## config.mk

```make
export PLATFORM = sky130hd
export DESIGN_NAME = wb_stream_writer_ctrl
export DESIGN_NICKNAME = d
export VERILOG_FILES = /design/src/rtl/wb_stream_pkg.sv /design/src/rtl/wb_stream_writer_ctrl.sv
export SDC_FILE = /design/constraint.sdc
export NUM_CORES = 1
export LEC_CHECK = 0
export ABC_AREA = 1
export CAP_MARGIN = 20
export CORE_MARGIN = 10
export CORE_UTILIZATION = 45
export DETAILED_ROUTE_END_ITERATION = 10
export GPL_ROUTABILITY_DRIVEN = 0
export PLACE_DENSITY = 0.67
export SYNTH_ARGS = -nofsm -noshare
export SYNTH_HDL_FRONTEND = slang
export SYNTH_SLANG_ARGS = --single-unit
```

## constraint.sdc

```tcl
create_clock -name wb_clk_i -period 6.9 [get_ports wb_clk_i]
set_input_delay 1.725 -clock wb_clk_i [delete_from_list [all_inputs] [get_ports wb_clk_i]]
set_output_delay 1.725 -clock wb_clk_i [all_outputs]
set_load 0.1 [all_outputs]
```

## src/rtl/wb_stream_pkg.sv

```systemverilog
// Shared definitions for the Wishbone stream writer.
// Holds the FSM state encoding and the Wishbone cycle/burst type constants.
package wb_stream_pkg;

  typedef enum logic [1:0] {
    IDLE  = 2'd0,
    WAIT  = 2'd1,
    BURST = 2'd2,
    DONE  = 2'd3
  } state_t;

  localparam logic [2:0] CLASSIC    = 3'b000;
  localparam logic [2:0] INC        = 3'b010;
  localparam logic [2:0] EOB        = 3'b111;
  localparam logic [1:0] BTE_LINEAR = 2'b00;

endpackage

```

## src/rtl/wb_stream_writer_ctrl.sv

```systemverilog
// Wishbone read master that streams a linear memory buffer into an external FIFO.
// Each burst is sized to fit both the requested burst size and the free FIFO space,
// so acked data can be written to the FIFO with no holding register.
// Build option WB_STREAM_WRITER_BURST_EN: incrementing bursts (cti 010/111).
// Without it, classic cycles are issued and stb drops for one cycle after every ack.
//
// state | meaning
// IDLE  | waiting for an enable pulse with non-zero sizes
// WAIT  | waiting for enough FIFO space for the next burst
// BURST | bus cycle active, acked words go straight to the FIFO
// DONE  | whole buffer transferred, one-cycle irq
module wb_stream_writer_ctrl
  import wb_stream_pkg::*;
#(
  parameter int WB_AW   = 32,
  parameter int WB_DW   = 32,
  parameter int FIFO_AW = 5
) (
  input  logic               wb_clk_i,
  input  logic               wb_rst_i,
  output logic [WB_AW-1:0]   wbm_adr_o,
  output logic [WB_DW/8-1:0] wbm_sel_o,
  output logic               wbm_we_o,
  output logic               wbm_cyc_o,
  output logic               wbm_stb_o,
  output logic [2:0]         wbm_cti_o,
  output logic [1:0]         wbm_bte_o,
  input  logic [WB_DW-1:0]   wbm_dat_i,
  input  logic               wbm_ack_i,
  input  logic               wbm_err_i,
  input  logic               wbm_rty_i,
  output logic [WB_DW-1:0]   fifo_d_o,
  output logic               fifo_wr_o,
  input  logic [FIFO_AW:0]   fifo_cnt_i,
  input  logic               enable,
  input  logic [WB_AW-1:0]   start_adr,
  input  logic [WB_AW-1:0]   buf_size,
  input  logic [WB_AW-1:0]   burst_size,
  output logic               busy_o,
  output logic               irq_o,
  output logic               err_o
);

  localparam logic [WB_AW-1:0] ONE_W      = 1;
  localparam logic [WB_AW-1:0] FIFO_DEPTH = ONE_W << FIFO_AW;
  localparam logic [WB_AW-1:0] WORD_BYTES = WB_AW'(WB_DW / 8);

  state_t           state_q, state_d;
  logic [WB_AW-1:0] base_adr_q, buf_size_q, burst_size_q;
  logic [WB_AW-1:0] offset_q, beat_cnt_q, burst_len_q;
  logic             gap_q;

  logic [WB_AW-1:0] remaining, burst_len_c, fifo_space;
  logic             start_ok, last_beat, bus_term, bus_err, beat_ok;

  assign wbm_we_o  = 1'b0;
  assign wbm_sel_o = '1;
  assign wbm_bte_o = BTE_LINEAR;
  assign busy_o    = (state_q != IDLE);
  assign wbm_adr_o = base_adr_q + offset_q * WORD_BYTES;
  assign fifo_d_o  = wbm_dat_i;

  assign start_ok   = enable && (buf_size != '0) && (burst_size != '0);
  assign remaining  = buf_size_q - offset_q;
  assign fifo_space = FIFO_DEPTH - {{(WB_AW-FIFO_AW-1){1'b0}}, fifo_cnt_i};
  assign last_beat  = (beat_cnt_q == burst_len_q - ONE_W);

  // A strobe is terminated by ack, err or rty; err wins over ack, rty alone just holds.
  assign bus_term = wbm_ack_i | wbm_err_i | wbm_rty_i;
  assign bus_err  = (state_q == BURST) && wbm_stb_o && bus_term && wbm_err_i;
  assign beat_ok  = (state_q == BURST) && wbm_stb_o && bus_term && wbm_ack_i && !wbm_err_i;
  assign fifo_wr_o = beat_ok && !wb_rst_i;

  // Next burst length: smallest of requested size, words left and FIFO depth.
  always_comb begin
    burst_len_c = burst_size_q;
    if (remaining < burst_len_c)  burst_len_c = remaining;
    if (FIFO_DEPTH < burst_len_c) burst_len_c = FIFO_DEPTH;
  end

  // Next-state and bus control decode.
  always_comb begin
    state_d   = state_q;
    wbm_cyc_o = 1'b0;
    wbm_stb_o = 1'b0;
    wbm_cti_o = CLASSIC;
    irq_o     = 1'b0;
    case (state_q)
      IDLE: begin
        if (start_ok) state_d = WAIT;
      end
      WAIT: begin
        if (fifo_space >= burst_len_c) state_d = BURST;
      end
      BURST: begin
        wbm_cyc_o = 1'b1;
        wbm_stb_o = !gap_q;
`ifdef WB_STREAM_WRITER_BURST_EN
        wbm_cti_o = last_beat ? EOB : INC;
`else
        wbm_cti_o = CLASSIC;
`endif
        if (bus_err)
          state_d = IDLE;
        else if (beat_ok && last_beat)
          state_d = (offset_q + ONE_W == buf_size_q) ? DONE : WAIT;
      end
      DONE: begin
        irq_o   = 1'b1;
        state_d = IDLE;
      end
      default: state_d = IDLE;
    endcase
  end

  // State, latched configuration, transfer progress and sticky error.
  always_ff @(posedge wb_clk_i) begin
    if (wb_rst_i) begin
      state_q      <= IDLE;
      base_adr_q   <= '0;
      buf_size_q   <= '0;
      burst_size_q <= '0;
      offset_q     <= '0;
      beat_cnt_q   <= '0;
      burst_len_q  <= '0;
      gap_q        <= 1'b0;
      err_o        <= 1'b0;
    end else begin
      state_q <= state_d;
      if (state_q == IDLE && start_ok) begin
        base_adr_q   <= start_adr;
        buf_size_q   <= buf_size;
        burst_size_q <= burst_size;
        offset_q     <= '0;
        err_o        <= 1'b0;
      end
      if (state_q == WAIT && state_d == BURST) begin
        burst_len_q <= burst_len_c;
        beat_cnt_q  <= '0;
      end
      if (beat_ok) begin
        offset_q   <= offset_q + ONE_W;
        beat_cnt_q <= beat_cnt_q + ONE_W;
      end
`ifdef WB_STREAM_WRITER_BURST_EN
      gap_q <= 1'b0;
`else
      gap_q <= beat_ok;
`endif
      if (bus_err) err_o <= 1'b1;
    end
  end

endmodule
```

==> implementation parameters, run 1 <==
Parameter                              Value

Run status
  Status ... complete, no violations

CTS
  Number of H-tree levels ... 4
  Clk sink count ... 196
  Total CTS buffers ... 17
  Clock Path Buffers ... 2
  CTS tree ... done
  Clock root buffer ... clkbuf_16
  Clock edge transition at the registers on the reported setup and hold paths ... 0.08 ns
  Number of buffers inserted for hold repair after clock tree synthesis ... 0
  Clock network latency to the later pin of the worst-skew pair ... 0.46 ns

Worst setup path
  Crit path buffers/inverters ... 1
  Data arrival, critical path ... 4.55 ns
  Critical path launch point type ... flip-flop
  Critical-path cell list ... ha_1 -> a21o_1 -> a21oi_1 -> o21bai_1 -> a21oi_1 -> o21ai_1 -> a21oi_1 -> o21ai_0 -> nand2_1 -> nand2_1 -> xor2_1 -> clkdlybuf4s50_1
  Critical path start-end classification ... reg -> out
  Required arrival time at the worst endpoint ... 5.18 ns
  Delay of the slowest cell on the worst path ... 1.18 ns
  Setup slack of the worst register-to-register path ... 0.68 ns
  Most common cell on crit path ... a21oi_1
  CP max stage cell ... clkdlybuf4s50_1
  Critical path capture point type ... output pin
  Largest fanout on the critical path ... 6
  Largest delay contributor family on the critical path ... compound AO/OA/AOI/OAI gates

Finish
  Number of diodes added for antenna fixing ... 0
  Final layout net count ... 3090
  Most frequent standard cell in the layout excluding fill and tap cells ... nand2_1
  Final instance area ... 19200 um2
  Commonest cells after routing, fill and taps aside ... nand2_1, inv_1, nor2_1
  Proportion of layout cells with a drive suffix above 1 ... 4.87%
  Area overhead of the layout relative to synthesis ... 14.1%
  Count of placed standard cells in the final layout, fillers left out ... 3302

Placement
  Placed cell count ... 3270
  Standard cell area after detailed placement ... 18600 um2
  Count of buffers inserted at the top-level ports ... 144
  HPWL Detailed ... 39.7 mm

Synthesis
  Post-synthesis cell area ... 16900 um2
  Gate count after technology mapping ... 2715
  Sequential-to-total area share from yosys stat ... 23.3%
  Commonest register cell after synthesis ... dfxtp_1
  Share of flip-flops with an asynchronous set or reset ... 0%
  Flop and latch count out of synthesis ... 196
  Post-synth EDFFs ... 0
  Post-Syn Area per Cell ... 6.21 um2
  Number of warnings issued by yosys ... 0
  Unique masters post-synth ... 60

Timing
  Slew of the pin with the lowest slew margin ... 1.04 ns
  Final sum of negative setup slack ... 0 ns
  Final Setup Violations ... 0
  Highest clock rate ... 0.159 GHz
  Final hold violation count ... 0
  RSZ-0062 raised after global routing ... no
  Worst hold slack after final layout ... 0.459 ns
  Period Utilization, post-route ... 90.9%
  Number of max-slew violations in the final report ... 0
  Clock tree skew after final layout ... 0.0130 ns
  Min Tclk post-route ... 6.28 ns
  Worst slew margin relative to its limit ... 30.4%

Global routing
  Vias in the first global route ... 16300
  Wire length of the first global-routing pass ... 80.5 mm
  GRT Resource Usage Total ... 21.7%
  Number of antenna violations at the first check in global routing ... 0
  Largest net degree at the start of global routing ... 85
  Leftover overflow at the end of global routing ... 0

Floorplan
  Starting density of the core ... 45.8%
  Die Footprint ... 45600 um2
  DIE HEIGHT ... 214 um
  Core Area ... 36800 um2
  Chip width ... 214 um
  Count of standard-cell rows ... 70
  I/O pins ... 220

Route
  TritonRoute pass-1 iters ... 5
  Detailed Route Iter0 Violations ... 1139
  Overall via count from detail_route ... 17300
  Count of unresolved DRC violations after routing ... 0
  Total wire length ... 49.9 mm
  Number of nets with antenna violations after routing ... 0
  Average wire length per cell after detail routing ... 15.1 um
  Detail-routed via count per cell ... 5.25

Min path
  Worst hold path type ... reg -> reg

Power
  Post-layout power ... 0.00409 W
  Static leakage power ... 9.13 nW
  Power per unit of standard cell area ... 212 nW/um2
  Worst ir drop on vdd ... 0.000172 V

Run
  Max-cap violation count ... 0
## kinds of logic after synthesis
group / after synthesis / share of synthesized area, %
flip-flops: 196 / 23.3
adder cells (fa/ha/maj): 129 / 9.66
other: 2 / 0.0445
buffers and inverters: 465 / 11.6
XOR/XNOR: 137 / 7.12
AND/OR/NAND/NOR: 1355 / 34.5
AO/OA/AOI/OAI: 431 / 13.8
## flip-flops by register name (all words and copies together) (netlist names)
name          count
base_adr_q       32
beat_cnt_q       32
burst_size_q     32
err_o             1
burst_len_q      32
buf_size_q       32
state_q           2
gap_q             1
offset_q         32
## final timing paths
path	startpoint	end	depth (start not counted)
setup / recovery	offset_q[4]	wbm_adr_o[21]	12
hold / removal	burst_len_q[31]	burst_len_q[31]	2
setup reg to reg	offset_q[23]	beat_cnt_q[1]	41
hold reg to reg	burst_len_q[31]	burst_len_q[31]	2
## layout make-up
cell class	count	area (um2)
Tap cell	468	586
Fill cell	3739	17600
Clock buffer	17	425
Timing Repair Buffer	167	1610
Inverter	351	1320
Multi-Input combinational cell	2088	11100
Sequential cell	196	3930
Clock inverter	15	229
## where the power goes
part | leakage (nW) | switching (W) | internal (W)
clock | 0.314 | 0.000527 | 0.000595
sequential | 1.60 | 0.0000407 | 0.00119
combinational | 7.22 | 0.00118 | 0.000560
total | 9.13 | 0.00174 | 0.00234
## routing by layer
metal / vias to the layer above / global-route usage (%) / part of all wire, %
met3: 62 / 4.22 / 6.1
met4: 0 / 6.50 / 2.3
met1: 7849 / 28.7 / 47
met5: - / 0 / 0
met2: 499 / 35.1 / 44
li1: 8919 / - / -
## through the flow
step	util, %	worst slack [ns]
after floorplan	-	1.47
after global placement	50.5	0.742
after detailed placement	50.5	0.609
after CTS	52.2	0.573
after global routing	52.3	0.0106
final	52.3	0.625
## worst reg2reg max path, delay by kind of cell, from the launching register on
kind            cells  cell delay (ns)
simple gates       25             2.89
fa+ha+maj           3             1.02
compound gates      5             0.86
buf+inv             8             0.85
flops               1             0.52
## synthesized netlist by cell type, types with 3 or more instances
cell type	number	share of area, %
a211oi_1	3	0.13
a21o_1	3	0.13
a21oi_1	212	6.3
a21oi_2	3	0.16
a221oi_1	3	0.16
a31oi_1	3	0.11
and3_1	3	0.11
buf_1	3	0.067
buf_2	5	0.15
buf_4	48	2.1
clkbuf_1	55	1.2
clkinv_1	3	0.067
dfxtp_1	196	23
ha_1	127	9.4
inv_1	339	7.5
inv_2	9	0.20
nand2_1	706	16
nand2_2	14	0.52
nand3_1	125	3.7
nand3_2	6	0.36
nand3b_1	19	0.85
nand4_1	51	1.9
nor2_1	309	6.9
nor2_2	16	0.59
nor2_4	4	0.27
nor3_1	57	1.7
nor3_2	5	0.30
nor3b_1	4	0.18
nor4_1	21	0.78
o21a_1	7	0.31
o21ai_0	152	4.5
o21ai_1	11	0.33
o21ai_2	3	0.16
o21bai_1	9	0.40
o221ai_1	4	0.21
or2_2	9	0.33
xnor2_1	29	1.5
xor2_1	108	5.6
## what timing repair did
action,4_1_cts,5_1_grt
setup buffers,0,0
gates resized for setup,0,4
setup endpoints to repair,0,33
endpoints found under the hold margin,0,0
Note: power is estimated with default switching activity, not from simulation.
==> run 2, diff against run 1 <==
--- a/config.mk
+++ b/config.mk
@@ -6,7 +6,6 @@
 export NUM_CORES = 1
 export LEC_CHECK = 0
 export ABC_AREA = 1
-export CAP_MARGIN = 20
 export CORE_MARGIN = 10
 export CORE_UTILIZATION = 45
 export DETAILED_ROUTE_END_ITERATION = 10
==> results of run 2 <==
Final layout, timing and power as in run 1 (identical DEF).
==> run 3, diff against run 2 <==
==> constraint.sdc (replaced) <==
create_clock -name wb_clk_i -period 7.55 [get_ports wb_clk_i]
set_input_delay 1.8875 -clock wb_clk_i [delete_from_list [all_inputs] [get_ports wb_clk_i]]
set_output_delay 1.8875 -clock wb_clk_i [all_outputs]
set_load 0.1 [all_outputs]
==> run 3 against run 2 <==
  * Setup slack gained 0.12 ns
  * Core utilization decreased by 0.25 points
  * Clock power shrank 14%
  * Clock skew is 0.0032 ns higher
  * Highest routed layer unchanged
  * First-iteration DRC count up 12%
  * Critical path type is now reg -> reg
  * Critical path depth grew 33
  * Die area unchanged
  * Hold slack better by 0.0024 ns
  * Wire length barely moved
  * Largest power group unchanged
==> implementation parameters, run 3 (synthesis results as in run 1) <==
Parameter                              Value

Finish
  Number of diodes added for antenna fixing ... 0 (unchanged)
  Commonest cells after routing, fill and taps aside ... nand2_1, inv_1, nor2_1 (unchanged)
  Fill cell total of the finished layout ... 3721 (was 3739)
  Final layout net count ... 3084 (was 3090)
  Core utilization of the finished layout ... 52.0% (was 52.3%)
  Proportion of layout cells with a drive suffix above 1 ... 4.53% (was 4.87%)
  Area overhead of the layout relative to synthesis ... 13.5% (was 14.1%)
  Count of placed standard cells in the final layout, fillers left out ... 3296 (was 3302)
  Most frequent standard cell in the layout excluding fill and tap cells ... nand2_1 (unchanged)

CTS
  Clock Path Buffers ... 2 (unchanged)
  Clock root buffer ... clkbuf_16 (unchanged)
  Total CTS buffers ... 17 (unchanged)
  Clk sink count ... 196 (unchanged)
  Number of H-tree levels ... 4 (unchanged)
  Number of setup buffers added after CTS ... 0 (unchanged)
  Clock edge transition at the registers on the reported setup and hold paths ... 0.09 ns (was 0.08 ns)
  Clock network latency to the later pin of the worst-skew pair ... 0.47 ns (was 0.46 ns)
  CTS tree ... done (unchanged)

Power
  Clk pwr share ... 26.4% (was 27.5%)
  Part of the total power dissipated in combinational logic ... 42.9% (was 42.5%)
  Power spent charging and discharging nets ... 0.00161 W (was 0.00174 W)
  Worst ir drop on vdd ... 0.000165 V (was 0.000172 V)
  Power per unit of standard cell area ... 191 nW/um2 (was 212 nW/um2)
  Fraction of power spent switching nets ... 44.1% (was 42.7%)
  Internal Power ... 0.00204 W (was 0.00234 W)
  Static leakage power ... 9.08 nW (was 9.13 nW)
  Post-layout power ... 0.00365 W (was 0.00409 W)
  Part of the power in registers ... 30.7% (was 30.0%)

Timing
  Worst Slack Setup Final ... 0.749 ns (was 0.625 ns)
  Worst slew margin relative to its limit ... 30.4% (about the same)
  Min Tclk post-route ... 6.80 ns
  Slew of the pin with the lowest slew margin ... 1.04 ns (about the same)
  Number of max-slew violations in the final report ... 0 (unchanged)
  Highest clock rate ... 0.147 GHz
  Final sum of negative setup slack ... 0 ns (unchanged)
  Final hold violation count ... 0 (unchanged)
  RSZ-0062 raised after global routing ... no (unchanged)
  Clock tree skew after final layout ... 0.0162 ns (was 0.0130 ns)
  Final Setup Violations ... 0 (unchanged)
  Period Utilization, post-route ... 90.1%

Route
  Total wire length ... 49.9 mm (about the same)
  Number of nets with antenna violations after routing ... 0 (unchanged)
  Detailed Route Iter0 Violations ... 1281 (was 1139)
  Detail-routed via count per cell ... 5.28 (was 5.25)
  Count of unresolved DRC violations after routing ... 0 (unchanged)
  Overall via count from detail_route ... 17400 (was 17300)
  Average wire length per cell after detail routing ... 15.1 um (about the same)
  TritonRoute pass-1 iters ... 5 (unchanged)

Placement
  Worst setup timing slack at the placement stage ... 0.788 ns (was 0.609 ns)
  HPWL Detailed ... 39.6 mm (was 39.7 mm)
  Count of buffers inserted at the top-level ports ... 144 (unchanged)
  Placed cell count ... 3264 (was 3270)

Worst setup path
  CP max stage cell ... dfxtp_1 (was clkdlybuf4s50_1)
  Largest fanout on the critical path ... 29 (was 6)
  Worst flop-to-flop path startpoint ... offset_q[13] (was offset_q[23])
  Most common cell on crit path ... nand2_1 (was a21oi_1)
  Setup slack of the worst register-to-register path ... 0.75 ns (was 0.68 ns)
  Critical path capture point type ... flip-flop (was output pin)
  Critical path launch point type ... flip-flop (unchanged)
  Largest delay contributor family on the critical path ... simple AND/OR/NAND/NOR gates (was compound AO/OA/AOI/OAI gates)
  Critical path origin ... offset_q[13] (was offset_q[4])
  Data arrival, critical path ... 7.18 ns (was 4.55 ns)
  Required arrival time at the worst endpoint ... 7.92 ns (was 5.18 ns)
  Critical path start-end classification ... reg -> reg (was reg -> out)
  Delay of the slowest cell on the worst path ... 0.48 ns (was 1.18 ns)
  Crit path buffers/inverters ... 9 (was 1)

Global routing
  Wire length of the first global-routing pass ... 80.6 mm (was 80.5 mm)
  Leftover overflow at the end of global routing ... 0 (unchanged)
  Largest net degree at the start of global routing ... 85 (unchanged)
  GRT Resource Usage Total ... 21.7% (about the same)
  Vias in the first global route ... 16300 (about the same)
  Number of antenna violations at the first check in global routing ... 0 (unchanged)

Floorplan
  I/O pins ... 220 (unchanged)
  Count of standard-cell rows ... 70 (unchanged)
  Die Footprint ... 45600 um2 (unchanged)
  Core Area ... 36800 um2 (unchanged)
  Chip width ... 214 um (unchanged)
  Starting density of the core ... 45.8% (unchanged)
  DIE HEIGHT ... 214 um (unchanged)

Min path
  Worst hold path type ... reg -> reg (unchanged)
  Hold Path Origin ... burst_len_q[31] (unchanged)

Run
  Max-cap violation count ... 0 (unchanged)

Run status
  Status ... complete, no violations (unchanged)
-- run 3: cell types whose count changed in the layout (fill, tap and decap cells not counted), sizes merged --
cell / delta
clkinv: +2
bufinv: -3
clkinvlp: -1
inv: +2
buf: -8
clkdlybuf4s50: +2
-- run 3: layout make-up --
cell class	instances	area [um2]	share of cell area [%]
repair buffers	161	1570	8.22
clock inverters	15	189	0.987
flip-flops and latches	196	3920	20.5
clock buffers	17	425	2.22
well taps	468	586	3.06
inverters	351	1320	6.88
multi-input cells	2088	11100	58.1
-- run 3: power groups by stage --
stage               combinational [W]  clock, W  sequential, W
global placement              0.00151         0        0.00115
detailed placement            0.00155         0        0.00115
finish                        0.00157  0.000964        0.00112
global route                  0.00178   0.00102        0.00113
CTS                           0.00156  0.000981        0.00112
floorplan                     0.00128         0        0.00113
-- run 3: metrics by stage --
step / hold WS (ns) / cell area (um2)
after global placement: 0.447 / 18500
final: 0.461 / 19100
after CTS: 0.462 / 19100
after floorplan: 0.435 / 17000
after detailed placement: 0.449 / 18500
after global routing: 0.486 / 19100
-- run 3: path summary, 6_finish.rpt --
kind,end,cells past startpoint
worst max-delay path,burst_len_q[5],45
worst max register to register,burst_len_q[5],45
worst min-delay path,burst_len_q[31],2
worst min register to register,burst_len_q[31],2
-- run 3: worst min-delay path: stages, from the launching register on --
cell,delay [ns]
dfxtp_1,0.33
nand2_1,0.06
nor2_1,0.04
-- run 3: metal layers --
metal | share of wire [%] | global-route usage, % | up-vias
li1 | - | - | 8909
met1 | 46 | 28.9 | 7880
met2 | 44 | 34.4 | 535
met3 | 7.3 | 4.22 | 69
met4 | 2.6 | 7.70 | 0
met5 | 0 | 0 | -
-- run 3: timing repair --
| item | CTS | global route |
|---|---|---|
| gates resized for setup | 0 | 1 |
| hold endpoints to repair | 0 | 0 |
| endpoints found under the setup margin | 0 | 1 |
| hold buffers | 0 | 0 |
